File: src/rtl/unified_mem_arbiter_pkg.sv
// unified_mem_arbiter_pkg: shared state encoding and access-size constants
package unified_mem_arbiter_pkg;

    typedef enum logic [1:0] {
        IDLE   = 2'd0,
        BUSY_I = 2'd1,
        BUSY_D = 2'd2
    } arb_state_e;

    localparam logic [1:0] SIZE_BYTE = 2'd0;
    localparam logic [1:0] SIZE_HALF = 2'd1;
    localparam logic [1:0] SIZE_WORD = 2'd2;

endpackage

File: src/rtl/unified_mem_arbiter.sv
// unified_mem_arbiter: shares one single-ported memory between fetch and data ports
module unified_mem_arbiter
    import unified_mem_arbiter_pkg::*;
#(
    parameter int STARVE_LIMIT = 4
) (
    input  logic        clock,
    input  logic        reset,
    input  logic        fetch_valid,
    input  logic [31:0] fetch_addr,
    input  logic        fetch_flush,
    output logic        fetch_ready,
    output logic        fetch_resp_valid,
    output logic [31:0] fetch_rdata,
    input  logic        data_valid,
    input  logic [31:0] data_addr,
    input  logic        data_write,
    input  logic [31:0] data_wdata,
    input  logic [1:0]  data_size,
    output logic        data_ready,
    output logic        data_resp_valid,
    output logic [31:0] data_rdata,
    output logic        mem_req_valid,
    output logic [31:0] mem_addr,
    output logic        mem_write,
    output logic [31:0] mem_wdata,
    output logic [1:0]  mem_size,
    input  logic        mem_req_ready,
    input  logic        mem_resp_valid,
    input  logic [31:0] mem_rdata,
    output logic        busy
);

    arb_state_e state_q, state_d;
    logic [3:0] starve_q, starve_d;
    logic       drop_q, drop_d;
    logic       store_q, store_d;
    logic       fetch_cand, pick_fetch, grant;

    // Arbitration and combinational request/response routing; everything is held at 0 while in reset
    always_comb begin
        fetch_cand       = fetch_valid & ~fetch_flush;
        pick_fetch       = fetch_cand & (~data_valid | (starve_q == 4'(STARVE_LIMIT)));
        mem_req_valid    = ~reset & (state_q == IDLE) & (fetch_cand | data_valid);
        mem_addr         = ~mem_req_valid ? 32'd0 : pick_fetch ? fetch_addr : data_addr;
        mem_write        = mem_req_valid & ~pick_fetch & data_write;
        mem_wdata        = (mem_req_valid & ~pick_fetch) ? data_wdata : 32'd0;
        mem_size         = ~mem_req_valid ? 2'd0 : pick_fetch ? SIZE_WORD : data_size;
        grant            = mem_req_valid & mem_req_ready;
        fetch_ready      = grant & pick_fetch;
        data_ready       = grant & ~pick_fetch;
        fetch_resp_valid = ~reset & (state_q == BUSY_I) & mem_resp_valid & ~drop_q & ~fetch_flush;
        fetch_rdata      = fetch_resp_valid ? mem_rdata : 32'd0;
        data_resp_valid  = ~reset & (state_q == BUSY_D) & mem_resp_valid;
        data_rdata       = (data_resp_valid & ~store_q) ? mem_rdata : 32'd0;
        busy             = ~reset & (state_q != IDLE);
    end

    // Next-state: grants open a transaction, the response closes it; a redirect poisons an in-flight fetch
    always_comb begin
        state_d  = state_q;
        starve_d = starve_q;
        drop_d   = drop_q;
        store_d  = store_q;
        if (state_q == IDLE) begin
            drop_d = 1'b0;
            if (fetch_ready) begin
                state_d  = BUSY_I;
                starve_d = 4'd0;
            end else if (data_ready) begin
                state_d  = BUSY_D;
                store_d  = data_write;
                starve_d = (fetch_cand && starve_q < 4'(STARVE_LIMIT)) ? starve_q + 4'd1 : starve_q;
            end
        end else if (mem_resp_valid) begin
            state_d = IDLE;
            drop_d  = 1'b0;
        end else if (state_q == BUSY_I && fetch_flush) begin
            drop_d = 1'b1;
        end
    end

    // State registers with synchronous reset abandoning any outstanding transaction
    always_ff @(posedge clock) begin
        if (reset) begin
            state_q  <= IDLE;
            starve_q <= 4'd0;
            drop_q   <= 1'b0;
            store_q  <= 1'b0;
        end else begin
            state_q  <= state_d;
            starve_q <= starve_d;
            drop_q   <= drop_d;
            store_q  <= store_d;
        end
    end

endmodule
File: config.mk
export PLATFORM = sky130hd
export DESIGN_NAME = unified_mem_arbiter
export DESIGN_NICKNAME = d
export VERILOG_FILES = /design/src/rtl/unified_mem_arbiter_pkg.sv /design/src/rtl/unified_mem_arbiter.sv
export SDC_FILE = /design/constraint.sdc
export NUM_CORES = 1
export LEC_CHECK = 0
export CAP_MARGIN = 20
export CORE_AREA = 2 2 108 110
export DETAILED_ROUTE_END_ITERATION = 12
export DIE_AREA = 0 0 110 112
export GPL_ROUTABILITY_DRIVEN = 0
export PLACE_DENSITY_LB_ADDON = 0.05
export SLEW_MARGIN = 10
export SYNTH_ARGS = -nofsm -noshare
export SYNTH_HDL_FRONTEND = slang
export SYNTH_SLANG_ARGS = --single-unit
File: constraint.sdc
create_clock -name clock -period 3.03 [get_ports clock]
set_clock_uncertainty 0.05 [all_clocks]
set_input_delay 0.4545 -clock clock [delete_from_list [all_inputs] [get_ports clock]]
set_output_delay 0.4545 -clock clock [all_outputs]
set_load 0.03 [all_outputs]
* Word level (Yosys, flattened, before mapping)
Index checks and enable logic that the tools add are counted.
Cells by class: order comparisons 1, equality and inequality tests 4, $add $sub $neg 1, reduce and logical (&&, ||, !) cells 11, bitwise operators 26, multiplexer cells 14
Operator list (count):
- 32-bit two-way mux | 5
- 1-bit bitwise AND | 17
- 2-bit two-way mux | 6
- 4-bit two-way mux | 3
- 2-bit nonzero test | 4
- 1-bit NOT | 7
- 3-bit AND reduction | 2
- 4-bit by 1-bit adder with 4-bit output, second input constant | 1
- 4-bit by 3-bit equality test with 1-bit output, second input constant | 1
- 4-bit by 3-bit less-than comparator with 1-bit output, second input constant | 1
- 3-bit inequality test, second input constant | 1
- 3-bit OR reduction | 1
- 2-bit by 1-bit equality test with 1-bit output, second input constant | 1
- 2-bit equality test, second input constant | 1
- 1-bit logical AND | 2
- 2-bit logical NOT | 1
- 1-bit bitwise OR | 2
- 2-bit AND reduction | 1
Word-level totals: input port bits 138, output and inout bits 137, logic and storage cells 61, bits in registers 8

* Longest topological paths before layout
depth in word-level cells 9, mapped depth 7, mapped depth without buffers 6

* Least setup slack after synthesis
OpenSTA, ideal clock, no wires.
path type register to output, start point reg starve_q[0], end point out mem_size[1], path slack 0.864 ns, arrival 1.662 ns, path buffers 1, required time 2.525 ns, cell stages (with the launch flop) 8, cells stage by stage dfxtp_1 -> inv_1 -> ha_1 -> nand3b_4 -> a21oi_4 -> buf_12 -> nor2_1 -> nor2_1
On the way: longest elaborated chain between the ends 5
RTL lines:
- from (decl) | line unified_mem_arbiter.sv:35 | logic [3:0] starve_q, starve_d;
- from (signal assigned) | line unified_mem_arbiter.sv:92 | starve_q <= starve_d;
- 4-bit by 3-bit equality test with 1-bit output | line unified_mem_arbiter.sv:43 | pick_fetch = fetch_cand & (~data_valid | (starve_q == 4'(STARVE_LIMIT)));
- 1-bit bitwise OR | line unified_mem_arbiter.sv:43
- 1-bit bitwise AND | line unified_mem_arbiter.sv:43
- 2-bit two-way mux (2 in a row) | line unified_mem_arbiter.sv:48 | mem_size = ~mem_req_valid ? 2'd0 : pick_fetch ? SIZE_WORD : data_size;
- to (decl) | line unified_mem_arbiter.sv:27 | output logic [1:0] mem_size,
Every way passes these cells.

* Worst setup path after layout
start point in fetch_valid, end point out mem_wdata[4]
On the way: longest elaborated chain between the ends 5, elaborated cells on any way between the ends 7, classes of those cells mux (1); bitwise (6)
RTL lines:
- from (decl) | line unified_mem_arbiter.sv:9 | input logic fetch_valid,
- 1-bit bitwise AND * | line unified_mem_arbiter.sv:42 | fetch_cand = fetch_valid & ~fetch_flush;
- 1-bit bitwise OR / 1-bit bitwise AND (equally long branches) | line unified_mem_arbiter.sv:44, unified_mem_arbiter.sv:43
- 1-bit bitwise AND / 1-bit NOT (equally long branches) | line unified_mem_arbiter.sv:44, unified_mem_arbiter.sv:47
- 1-bit bitwise AND * | line unified_mem_arbiter.sv:47 | mem_wdata = (mem_req_valid & ~pick_fetch) ? data_wdata : 32'd0;
- 32-bit two-way mux * | line unified_mem_arbiter.sv:47
- to (decl) | line unified_mem_arbiter.sv:26 | output logic [31:0] mem_wdata,
Mark *: on every way between the ends. The rest lies on a longest branch, timed or not.

==> results by group <==
Status
  • Outcome: finished, final reports clean

Yosys
  • Register area share after synthesis: under 10%
  • Cell count after synthesis: 234
  • Synth Register Bits: 8
  • Post-Syn Area: around 0.0018 mm²
  • EDFF count, synth: 0
  • Ys Warns: 0
  • Syn_nets: ~370
  • Most used DFF post-synth: dfxtp_1
  • Mean area per synthesized cell: around 7.7 µm²
  • Ys async rst share: 0%
  • Synth unique cells: 35

Clocking
  • CTS tree: yes
  • Post-CTS Repair Setup Buffers: 0
  • Clk buf depth: 2
  • Num CTS Buffers: 3
  • H-tree depth: 1
  • Root Buffer: clkbuf_16
  • Clk sinks: 8
  • Clock transition at path regs: approximately 0.04 ns
  • Cts hold-fix bufs: 0
  • CTS resizes: 0
  • Clock latency on the worst-skew pair: around 0.23 ns

Final layout
  • Area Growth Syn to Fin: 150%
  • Share of post-route cells with drive strength above 1: 35.2%
  • Commonest non-fill, non-tap cell in the layout: clkdlybuf4s50_1
  • Fin util: between 40% and 50%
  • Count of nets after finishing: between 600 and 700
  • Final non-filler cell total: between 600 and 700
  • N_diodes: 0
  • Commonest cells after routing, fill and taps aside: clkdlybuf4s50_1 (147), buf_4 (130), and2_1 (98)

Drt
  • Routed len/inst: between 10 and 15 µm
  • Detailed-route DRC error count: 0
  • Vias: between 2,000 and 3,000
  • Iteration count of the initial detailed-routing pass: 4
  • Post-route ant nets: 0
  • Post-Route WL: between 9 and 10 mm
  • Vias per std cell: around 4
  • Initial DRC count: 78

Global routing
  • Largest net degree at the start of global routing: 34
  • GR Overflow Total: 0
  • Initial antenna violation count: 0
  • Number of global-route vias before repair: 2,521
  • GRT Total Usage: between 10% and 20%
  • Global-route wire length before repair: 13.3 mm

Floorplan
  • Initial Util: ~16%
  • Die X: approximately 110 µm
  • CORE AREA: approximately 0.011 mm²
  • Die H: between 100 and 150 µm
  • # IOs: approximately 280
  • Num rows: 39
  • Die Footprint: 0.0123 mm²

STA
  • Max frequency: about 0.35 GHz
  • Worst-Margin Slew: 0.369 ns
  • Tmin final: roughly 2.8 ns
  • Final number of max-transition violations: 0
  • Slew headroom: between 70% and 80%
  • # setup viols final: 0
  • Fin crit share: between 90% and 100%
  • Hold Violations, Final: 0
  • Final WS setup: roughly 0.19 ns
  • Unrepaired setup endpoints after global routing: no
  • Setup TNS Final: 0 ns

Placed design
  • Dpl hpwl: between 7 and 8 mm
  • Dpl cells: ~640
  • DP Worst Slack: 0.175 ns
  • I/O Buffers: around 270

Setup path
  • Worst-path maximum fanout: 7
  • Worst reg2reg path startpoint: state_q[1]
  • Req. time, crit path: between 2 and 3 ns
  • Critical Path Sink Type: primary output
  • Crit path kind: in2out
  • Most frequent cell on the critical path: clkdlybuf4s50_1
  • FF-to-FF setup slack: ~1.5 ns
  • CP bufs+invs: 2
  • CP startpoint kind: primary input
  • WP data arrival: roughly 2.3 ns
  • Family with the most delay on the worst path: buffers and inverters
  • Crit-path cells: clkdlybuf4s50_1 > nor2b_1 > o21ai_4 > nor2_4 > and2_1 > clkdlybuf4s50_1
  • Slowest stage cell, crit path: clkdlybuf4s50_1
  • R2R Path End: starve_q[0]
  • Critical path depth: 6
  • Reg2Reg Depth: 4
  • Slowest stage delay, CP: 0.66 ns

Pwr
  • VDD IR max: 0.000303 V
  • Total chip power: approximately 900 µW
  • Leak: 0.00196 µW
  • Pwr per Cell Area: 195 mW/mm²

Hold path
  • Min-Delay Startpoint: starve_q[1]
  • Worst hold path cell count: 1
  • HP Class: reg2reg
  • Hold endpoint: starve_q[1]

Flow run
  • MaxCap Viol Count: 0
[cell usage after synthesis, types with 2 or more instances]
cell      count  area share, %
ha_1          2            1.4
buf_2         6            1.7
clkbuf_2      4            1.1
nor2b_1       2           0.70
nor2_1       10            2.1
dfxtp_1       8            8.9
buf_12        3            3.3
a21oi_1       4            1.1
nor2_2       29             10
nand2b_1      5            1.7
nor3_1        2           0.56
mux2i_1      33             18
and2_1       98             34
nor4_1        2           0.70
nor4_4        2            2.4
inv_1         3           0.63
buf_6         3            1.9
[where the power goes]
part | internal [µW] | switching, µW
sequential | 108 | 3.87
combinational | 290 | 247
clock | 170 | 54.4
total | 569 | 305
[worst reg2reg max path, cell delays in order, from the launching register on]
cell and delay (ns):
dfxtp_1 0.38, nor3_4 0.31, nand3_1 0.17, nor4_1 0.37, mux2_2 0.22
[per-stage QoR]
| step | cell area (µm²) | hold slack (ns) |
|---|---|---|
| after floorplan | 1790 | 0.418 |
| after global placement | 4400 | 0.439 |
| after detailed placement | 4400 | 0.443 |
| after CTS | 4470 | 0.450 |
| after global routing | 4470 | 0.480 |
| final | 4470 | 0.452 |
[flip-flops by register name, summed over array words and instances (netlist names)]
register  cells
starve_q      4
drop_q        1
store_q       1
state_q       2
[metal layers]
layer / vias to the layer above / global-route usage [%] / wire length (µm)
met4: 0 / 1.27 / 29
li1: 1298 / - / -
met3: 4 / 3.16 / 944
met1: 1095 / 15.0 / 3380
met2: 137 / 26.5 / 4770
met5: - / 0 / 0
[worst max path at each step]
stage	from	end	slack, ns
2_1_floorplan	starve_q[0]	mem_size[1]	0.86
5_1_grt	fetch_valid	mem_wdata[4]	0.08
3_3_place_gp	fetch_valid	mem_wdata[9]	0.18
6_report	fetch_valid	mem_wdata[4]	0.19
3_5_place_dp	fetch_valid	mem_wdata[4]	0.18
4_1_cts	fetch_valid	mem_wdata[4]	0.17
[cell families after synthesis]
group,after synthesis,synth area share [%]
AOI/OAI and AO/OA,12,5.16
adders and majority gates,2,1.40
buffers and inverters,21,9.07
DFF,8,8.93
muxes,34,19.1
and+or+nand+nor,157,56.4
[final cells by class]
type	instances	area (µm²)
multi-input cells	205	1480
fillers	1143	6700
clock buffers	3	75.1
inverters	4	15.0
repair buffers	283	2570
flip-flops and latches	8	160
well taps	143	179
No activity file was read; power rests on OpenSTA's default activity.
